--- src/rtl/pc_ctrl.sv ---
// pc_ctrl: program counter sequencer and instruction-fetch handshake.
//
// Chooses the next PC by priority (trap, mret, jump, stall, +4). The fetch
// request is held stable until memory grants it. Every accepted redirect
// produces a registered one-cycle flush.
//
// Ports:
//   clk, rst                 rising-edge clock, async active-high reset
//   stall_i                  pipeline stall (ignored in BOOT and WAIT)
//   jump_en / jump_addr      taken branch/jump and its target
//   trap_en / trap_vec       exception/interrupt and handler address
//   mret_en / mepc           trap return and return address
//   if_gnt                   instruction memory accepts the request
//   if_req / if_addr         fetch request and address (if_addr == curr_pc)
//   curr_pc                  registered PC
//   next_pc                  combinational PC selected for the next update
//   pc_ena                   core enable, set once BOOT completes
//   flush                    one-cycle pulse after an accepted redirect
//   epc_o                    PC captured when a trap is accepted
//
// state   | meaning
// --------+-------------------------------------------------------------
// ST_BOOT | post-reset delay, no fetch, redirects and stall ignored
// ST_RUN  | normal fetch; if_req = !stall_i, redirects apply at once
// ST_WAIT | request outstanding, PC frozen, redirects go to pending reg

module pc_ctrl #(
    parameter int                   CPU_WIDTH  = 32,
    parameter logic [CPU_WIDTH-1:0] RESET_PC   = '0,
    parameter int                   BOOT_DELAY = 2
) (
    input  logic                 clk,
    input  logic                 rst,
    input  logic                 stall_i,
    input  logic                 jump_en,
    input  logic [CPU_WIDTH-1:0] jump_addr,
    input  logic                 trap_en,
    input  logic [CPU_WIDTH-1:0] trap_vec,
    input  logic                 mret_en,
    input  logic [CPU_WIDTH-1:0] mepc,
    input  logic                 if_gnt,
    output logic                 if_req,
    output logic [CPU_WIDTH-1:0] if_addr,
    output logic [CPU_WIDTH-1:0] curr_pc,
    output logic [CPU_WIDTH-1:0] next_pc,
    output logic                 pc_ena,
    output logic                 flush,
    output logic [CPU_WIDTH-1:0] epc_o
);

    localparam int BOOT_EFF = (BOOT_DELAY < 1) ? 1 : BOOT_DELAY;
    localparam int CNT_W    = $clog2(BOOT_EFF + 1);
    localparam logic [CNT_W-1:0] BOOT_LAST = CNT_W'(BOOT_EFF - 1);
    localparam logic [CPU_WIDTH-1:0] ALIGN_MASK = {{(CPU_WIDTH-2){1'b1}}, 2'b00};
    localparam logic [CPU_WIDTH-1:0] PC_STEP    = CPU_WIDTH'(4);

    // Redirect priority codes; larger value wins, 0 means no redirect.
    localparam logic [1:0] PRIO_NONE = 2'd0;
    localparam logic [1:0] PRIO_JUMP = 2'd1;
    localparam logic [1:0] PRIO_MRET = 2'd2;
    localparam logic [1:0] PRIO_TRAP = 2'd3;

    typedef enum logic [1:0] {
        ST_BOOT = 2'd0,
        ST_RUN  = 2'd1,
        ST_WAIT = 2'd2
    } state_t;

    state_t               state_q, state_d;
    logic [CNT_W-1:0]     cnt_q, cnt_d;
    logic [CPU_WIDTH-1:0] curr_pc_q, curr_pc_d;
    logic                 pc_ena_q, pc_ena_d;
    logic                 flush_q, flush_d;
    logic [CPU_WIDTH-1:0] epc_q, epc_d;
    logic                 pend_valid_q, pend_valid_d;
    logic [1:0]           pend_prio_q, pend_prio_d;
    logic [CPU_WIDTH-1:0] pend_tgt_q, pend_tgt_d;

    logic [1:0]           new_prio;
    logic [CPU_WIDTH-1:0] new_tgt;
    logic [CPU_WIDTH-1:0] pc_inc;
    logic                 take_new;

    // Current-cycle redirect request, already word-aligned.
    always_comb begin
        new_prio = PRIO_NONE;
        new_tgt  = '0;
        if (trap_en) begin
            new_prio = PRIO_TRAP;
            new_tgt  = trap_vec & ALIGN_MASK;
        end else if (mret_en) begin
            new_prio = PRIO_MRET;
            new_tgt  = mepc & ALIGN_MASK;
        end else if (jump_en) begin
            new_prio = PRIO_JUMP;
            new_tgt  = jump_addr & ALIGN_MASK;
        end
    end

    assign pc_inc = curr_pc_q + PC_STEP;

    // In WAIT a new redirect replaces the pending one only at equal or
    // higher priority. The same rule applies on the granting edge, so a
    // trap arriving together with the grant is never lost.
    assign take_new = (new_prio != PRIO_NONE) &&
                      (!pend_valid_q || (new_prio >= pend_prio_q));

    always_comb begin
        state_d      = state_q;
        cnt_d        = cnt_q;
        curr_pc_d    = curr_pc_q;
        pc_ena_d     = pc_ena_q;
        flush_d      = 1'b0;
        epc_d        = epc_q;
        pend_valid_d = pend_valid_q;
        pend_prio_d  = pend_prio_q;
        pend_tgt_d   = pend_tgt_q;
        if_req       = 1'b0;
        next_pc      = curr_pc_q;

        case (state_q)
            ST_BOOT: begin
                if (cnt_q == BOOT_LAST) begin
                    state_d  = ST_RUN;
                    pc_ena_d = 1'b1;
                end else begin
                    cnt_d = cnt_q + 1'b1;
                end
            end

            ST_RUN: begin
                if_req = !stall_i;
                if (new_prio != PRIO_NONE) begin
                    next_pc = new_tgt;
                end else if (stall_i) begin
                    next_pc = curr_pc_q;
                end else begin
                    next_pc = pc_inc;
                end

                // A redirect abandons any ungranted fetch and stays in RUN.
                if (new_prio != PRIO_NONE) begin
                    curr_pc_d = new_tgt;
                    flush_d   = 1'b1;
                    if (new_prio == PRIO_TRAP) begin
                        epc_d = curr_pc_q;
                    end
                end else if (if_req) begin
                    if (if_gnt) begin
                        curr_pc_d = next_pc;
                    end else begin
                        state_d = ST_WAIT;
                    end
                end
            end

            ST_WAIT: begin
                if_req = 1'b1;
                if (take_new) begin
                    next_pc = new_tgt;
                end else if (pend_valid_q) begin
                    next_pc = pend_tgt_q;
                end else begin
                    next_pc = pc_inc;
                end

                if (take_new) begin
                    flush_d = 1'b1;
                    if (new_prio == PRIO_TRAP) begin
                        epc_d = curr_pc_q;
                    end
                end

                if (if_gnt) begin
                    curr_pc_d    = next_pc;
                    state_d      = ST_RUN;
                    pend_valid_d = 1'b0;
                    pend_prio_d  = PRIO_NONE;
                end else if (take_new) begin
                    pend_valid_d = 1'b1;
                    pend_prio_d  = new_prio;
                    pend_tgt_d   = new_tgt;
                end
            end

            default: begin
                state_d = ST_BOOT;
            end
        endcase
    end

    always_ff @(posedge clk or posedge rst) begin
        if (rst) begin
            state_q      <= ST_BOOT;
            cnt_q        <= '0;
            curr_pc_q    <= RESET_PC;
            pc_ena_q     <= 1'b0;
            flush_q      <= 1'b0;
            epc_q        <= '0;
            pend_valid_q <= 1'b0;
            pend_prio_q  <= PRIO_NONE;
            pend_tgt_q   <= '0;
        end else begin
            state_q      <= state_d;
            cnt_q        <= cnt_d;
            curr_pc_q    <= curr_pc_d;
            pc_ena_q     <= pc_ena_d;
            flush_q      <= flush_d;
            epc_q        <= epc_d;
            pend_valid_q <= pend_valid_d;
            pend_prio_q  <= pend_prio_d;
            pend_tgt_q   <= pend_tgt_d;
        end
    end

    assign curr_pc = curr_pc_q;
    assign if_addr = curr_pc_q;
    assign pc_ena  = pc_ena_q;
    assign flush   = flush_q;
    assign epc_o   = epc_q;

endmodule

--- config.mk ---
export PLATFORM = sky130hd
export DESIGN_NAME = pc_ctrl
export DESIGN_NICKNAME = d
export VERILOG_FILES = /design/src/rtl/pc_ctrl.sv
export SDC_FILE = /design/constraint.sdc
export NUM_CORES = 1
export LEC_CHECK = 0
export ABC_AREA = 1
export CAP_MARGIN = 20
export CELL_PAD_IN_SITES_DETAIL_PLACEMENT = 2
export CELL_PAD_IN_SITES_GLOBAL_PLACEMENT = 2
export CORE_UTILIZATION = 25
export DETAILED_ROUTE_END_ITERATION = 8
export PLACE_DENSITY_LB_ADDON = 0.1
export SLEW_MARGIN = 20
export SYNTH_ARGS = -nofsm -noshare
export SYNTH_HDL_FRONTEND = slang
export SYNTH_SLANG_ARGS = --single-unit
export TNS_END_PERCENT = 1
--- constraint.sdc ---
create_clock -name clk -period 3.8 [get_ports clk]
set_input_delay 0.38 -clock clk [delete_from_list [all_inputs] [get_ports clk]]
set_output_delay 0.38 -clock clk [all_outputs]
set_load 0.02 [all_outputs]
==> summary.md <==
| Metric | Value |
|---|---|
| Synthesized area | `7980 sq um` |
| Area occupied by multi-input gates | `4390 sq um` |
| Post-synthesis sequential area ratio | `32.3%` |
| Worst rel slew slack | `52.2%` |
| Hold-fix buffers, CTS | `0` |
| GRT overflow | `0` |
| Power, Total | `9.84 mW` |
| Clock slew at reported path FFs | `0.08 ns` |
| Vias in the first global route | `9519` |
| Post-Place Cell Area | `10500 sq um` |
| Clock skew | `0.0134 ns` |
| Hold Slack | `0.423 ns` |
| EDFF count, synth | `0` |
| Vias per inst | `4.89` |
| Antenna viol nets, final | `0` |
| Top_reg_cell synth | `dfrtp_1` |
| IR drop worst, VDD | `402 uV` |
| Startpoint types | `primary input` |
| First-pass GRT wire length | `56.4 mm` |
| IO buf count | `227` |
| Die Y | `181 um` |
| Period Utilization, post-route | `96.9%` |
| Worst Tran Pin Value | `0.717 ns` |
| CTS tree | `done` |
| Syn nets | `1382` |
| CP Cell Sequence | `clkdlybuf4s50_1, nand2_1, inv_1, nor2_1, ha_1, o21ai_0, nand3_1, nand2_4, nand2_4, buf_4, nor2_1, a21oi_1, nand2_1, nand2_1, o21ai_1, clkdlybuf4s50_1` |
| Ys async rst share | `100%` |
| Setup TNS | `0 ns` |
| Initial core utilization | `25.4%` |
| Rows | `65` |
| Worst path max stage delay | `0.64 ns` |
| Max clock buf depth | `2` |
| CP required | `3.42 ns` |
| Die footprint | `32600 sq um` |
| DR iter-0 viols | `373` |
| CTS Root Cell | `clkbuf_16` |
| Setup ws final | `0.117 ns` |
| Syn. warnings | `0` |
| Initial DRT Pass Iterations | `6` |
| Dpl hpwl | `27.3 mm` |
| I/O pin count | `234` |
| Number of remaining DRC errors | `0` |
| Non-Filler Instances | `1858` |
| Share of layout cells above drive strength 1 | `6.80%` |
| Initial antenna violation count | `0` |
| Power Dens Cells | `910 nW/um^2` |
| Mapped Cells | `1271` |
| Crit path time final | `3.68 ns` |
| Final Util | `34.4%` |
| GRT Total Usage | `22.5%` |
| Cts bufs inserted | `9` |
| Crit-path max FO | `8` |
| Yosys cell types | `41` |
| Design area | `10800 sq um` |
| DR WL/cell | `19.7 um` |
| Chip Width | `181 um` |
| Category of the most critical setup path | `in -> out` |
| Std-Cell Core Area | `31500 sq um` |
| P_leak | `5.31 nW` |
| Layout area overhead | `35.5%` |
| Most frequent CP cell | `nand2_1` |
| Fillers | `3836` |
| Pins over their slew limit | `0` |
| Placed cell count | `1841` |
| Fmax | `272 MHz` |
| H-tree Lvls | `3` |
| Pin count of the biggest net entering global routing | `65` |
| Reg area | `2580 sq um` |
| Sink Count | `103` |
| Pre-CTS setup slack | `-0.0204 ns` |
| RSZ-0062 raised after global routing | `true` |
| Status | `completed` |
| Yosys reg bits | `103` |
| Via count | `9083` |
| Final nets | `1561` |
| Max cap viols | `0` |
| CP max stage cell | `clkdlybuf4s50_1` |
| Hold WC Path Type | `in -> reg` |
| Post-Route WL | `36.5 mm` |
| Final-report setup violation count | `0` |
| CP Data Arrival Time | `3.30 ns` |
| Syn Area/Cell | `6.28 sq um` |
| Final Hold Viols | `0` |
| Worst-Skew Late Latency | `0.37 ns` |
| Gpl congestion | `0.795` |
| Critical Path Sink Type | `output pin` |
-- where the power goes --
group	switching (mW)	internal [mW]
clock	0.482	0.534
sequential	0.647	1.61
combinational	4.08	2.49
-- repair_timing --
action,CTS,global route
gates cloned,0,0
pin swaps,0,0
setup endpoints to repair,3,25
setup buffers,0,0
resized for setup,2,24
-- metal layers --
layer	track usage, %	wire (um)
met2	34.1	15400
met5	0	0
met4	4.96	454
met3	3.51	1610
met1	33.3	19100
-- cell usage after synthesis, types with 5 or more instances --
library cell	count	area [sq um]
a21oi_1	81	405
a22oi_1	5	37.5
buf_2	32	160
buf_4	36	270
buf_6	8	90.1
clkbuf_1	16	60.1
clkbuf_8	5	68.8
dfrtp_1	103	2580
ha_1	8	100
inv_1	83	312
inv_2	7	26.3
nand2_1	438	1640
nand2_2	8	50.1
nand3_1	77	385
nor2_1	188	706
nor2_2	7	43.8
nor2_4	7	78.8
o21ai_0	75	375
o21ai_1	17	85.1
o22ai_1	32	200
xor2_1	8	70.1
-- cell type report --
class	count	share of cell area (%)
multi-input cells	975	40.6
flip-flops and latches	103	23.8
diodes	1	0.0231
repair buffers	268	24.9
clock buffers	12	2.28
clock inverters	4	0.498
inverters	93	3.30
well taps	402	4.65
-- cell usage in the layout, fill, tap and decap left out, drive strengths merged, types with 12 or more instances in the layout --
cell type      count
nand2            450
nor2             202
clkdlybuf4s50    201
dfrtp            103
o21ai             93
inv               92
a21oi             84
nand3             78
buf               43
o22ai             32
dlymetal6s2s      22
clkbuf            12
-- cell families (layout without fill, tap and decap cells) --
logic type	after synthesis	count (layout)	share of synthesized area, %
fa+ha+maj	8	8	1.25
xor+xnor	9	9	0.988
buf+inv	193	377	12.8
flops	103	103	32.3
other cells	0	1	0
simple gates	735	735	37.5
compound gates	223	223	15.2
-- state kept, by name, summed over array words and instances (netlist names) --
name and flops:
pend_tgt_q 30, flush 1, cnt_q 2, pc_ena 1, curr_pc 32, state_q 2, pend_valid_q 1, epc_o 32
pend_prio_q 2
-- critical path: cells and delay by family --
kind / cells / cell delay (ns)
AO/OA/AOI/OAI: 3 / 0.46
adder cells (fa/ha/maj): 1 / 0.27
buffers and inverters: 4 / 1.30
AND/OR/NAND/NOR: 8 / 0.87
-- worst paths after layout --
| path | cells after the start | slack, ns | startpoint | to |
|---|---|---|---|---|
| max in group asynchronous | 3 | 2.49 | rst | curr_pc[7] |
| worst max register to register | 8 | 1.48 | pend_prio_q[0] | epc_o[16] |
| worst min-delay path | 3 | 0.42 | mret_en | pend_prio_q[1] |
| min in group asynchronous | 2 | 0.47 | rst | epc_o[0] |
| worst min register to register | 1 | 0.46 | pc_ena | pc_ena |
| worst max-delay path | 16 | 0.12 | jump_en | next_pc[7] |
(Power assumes the default switching activity.)
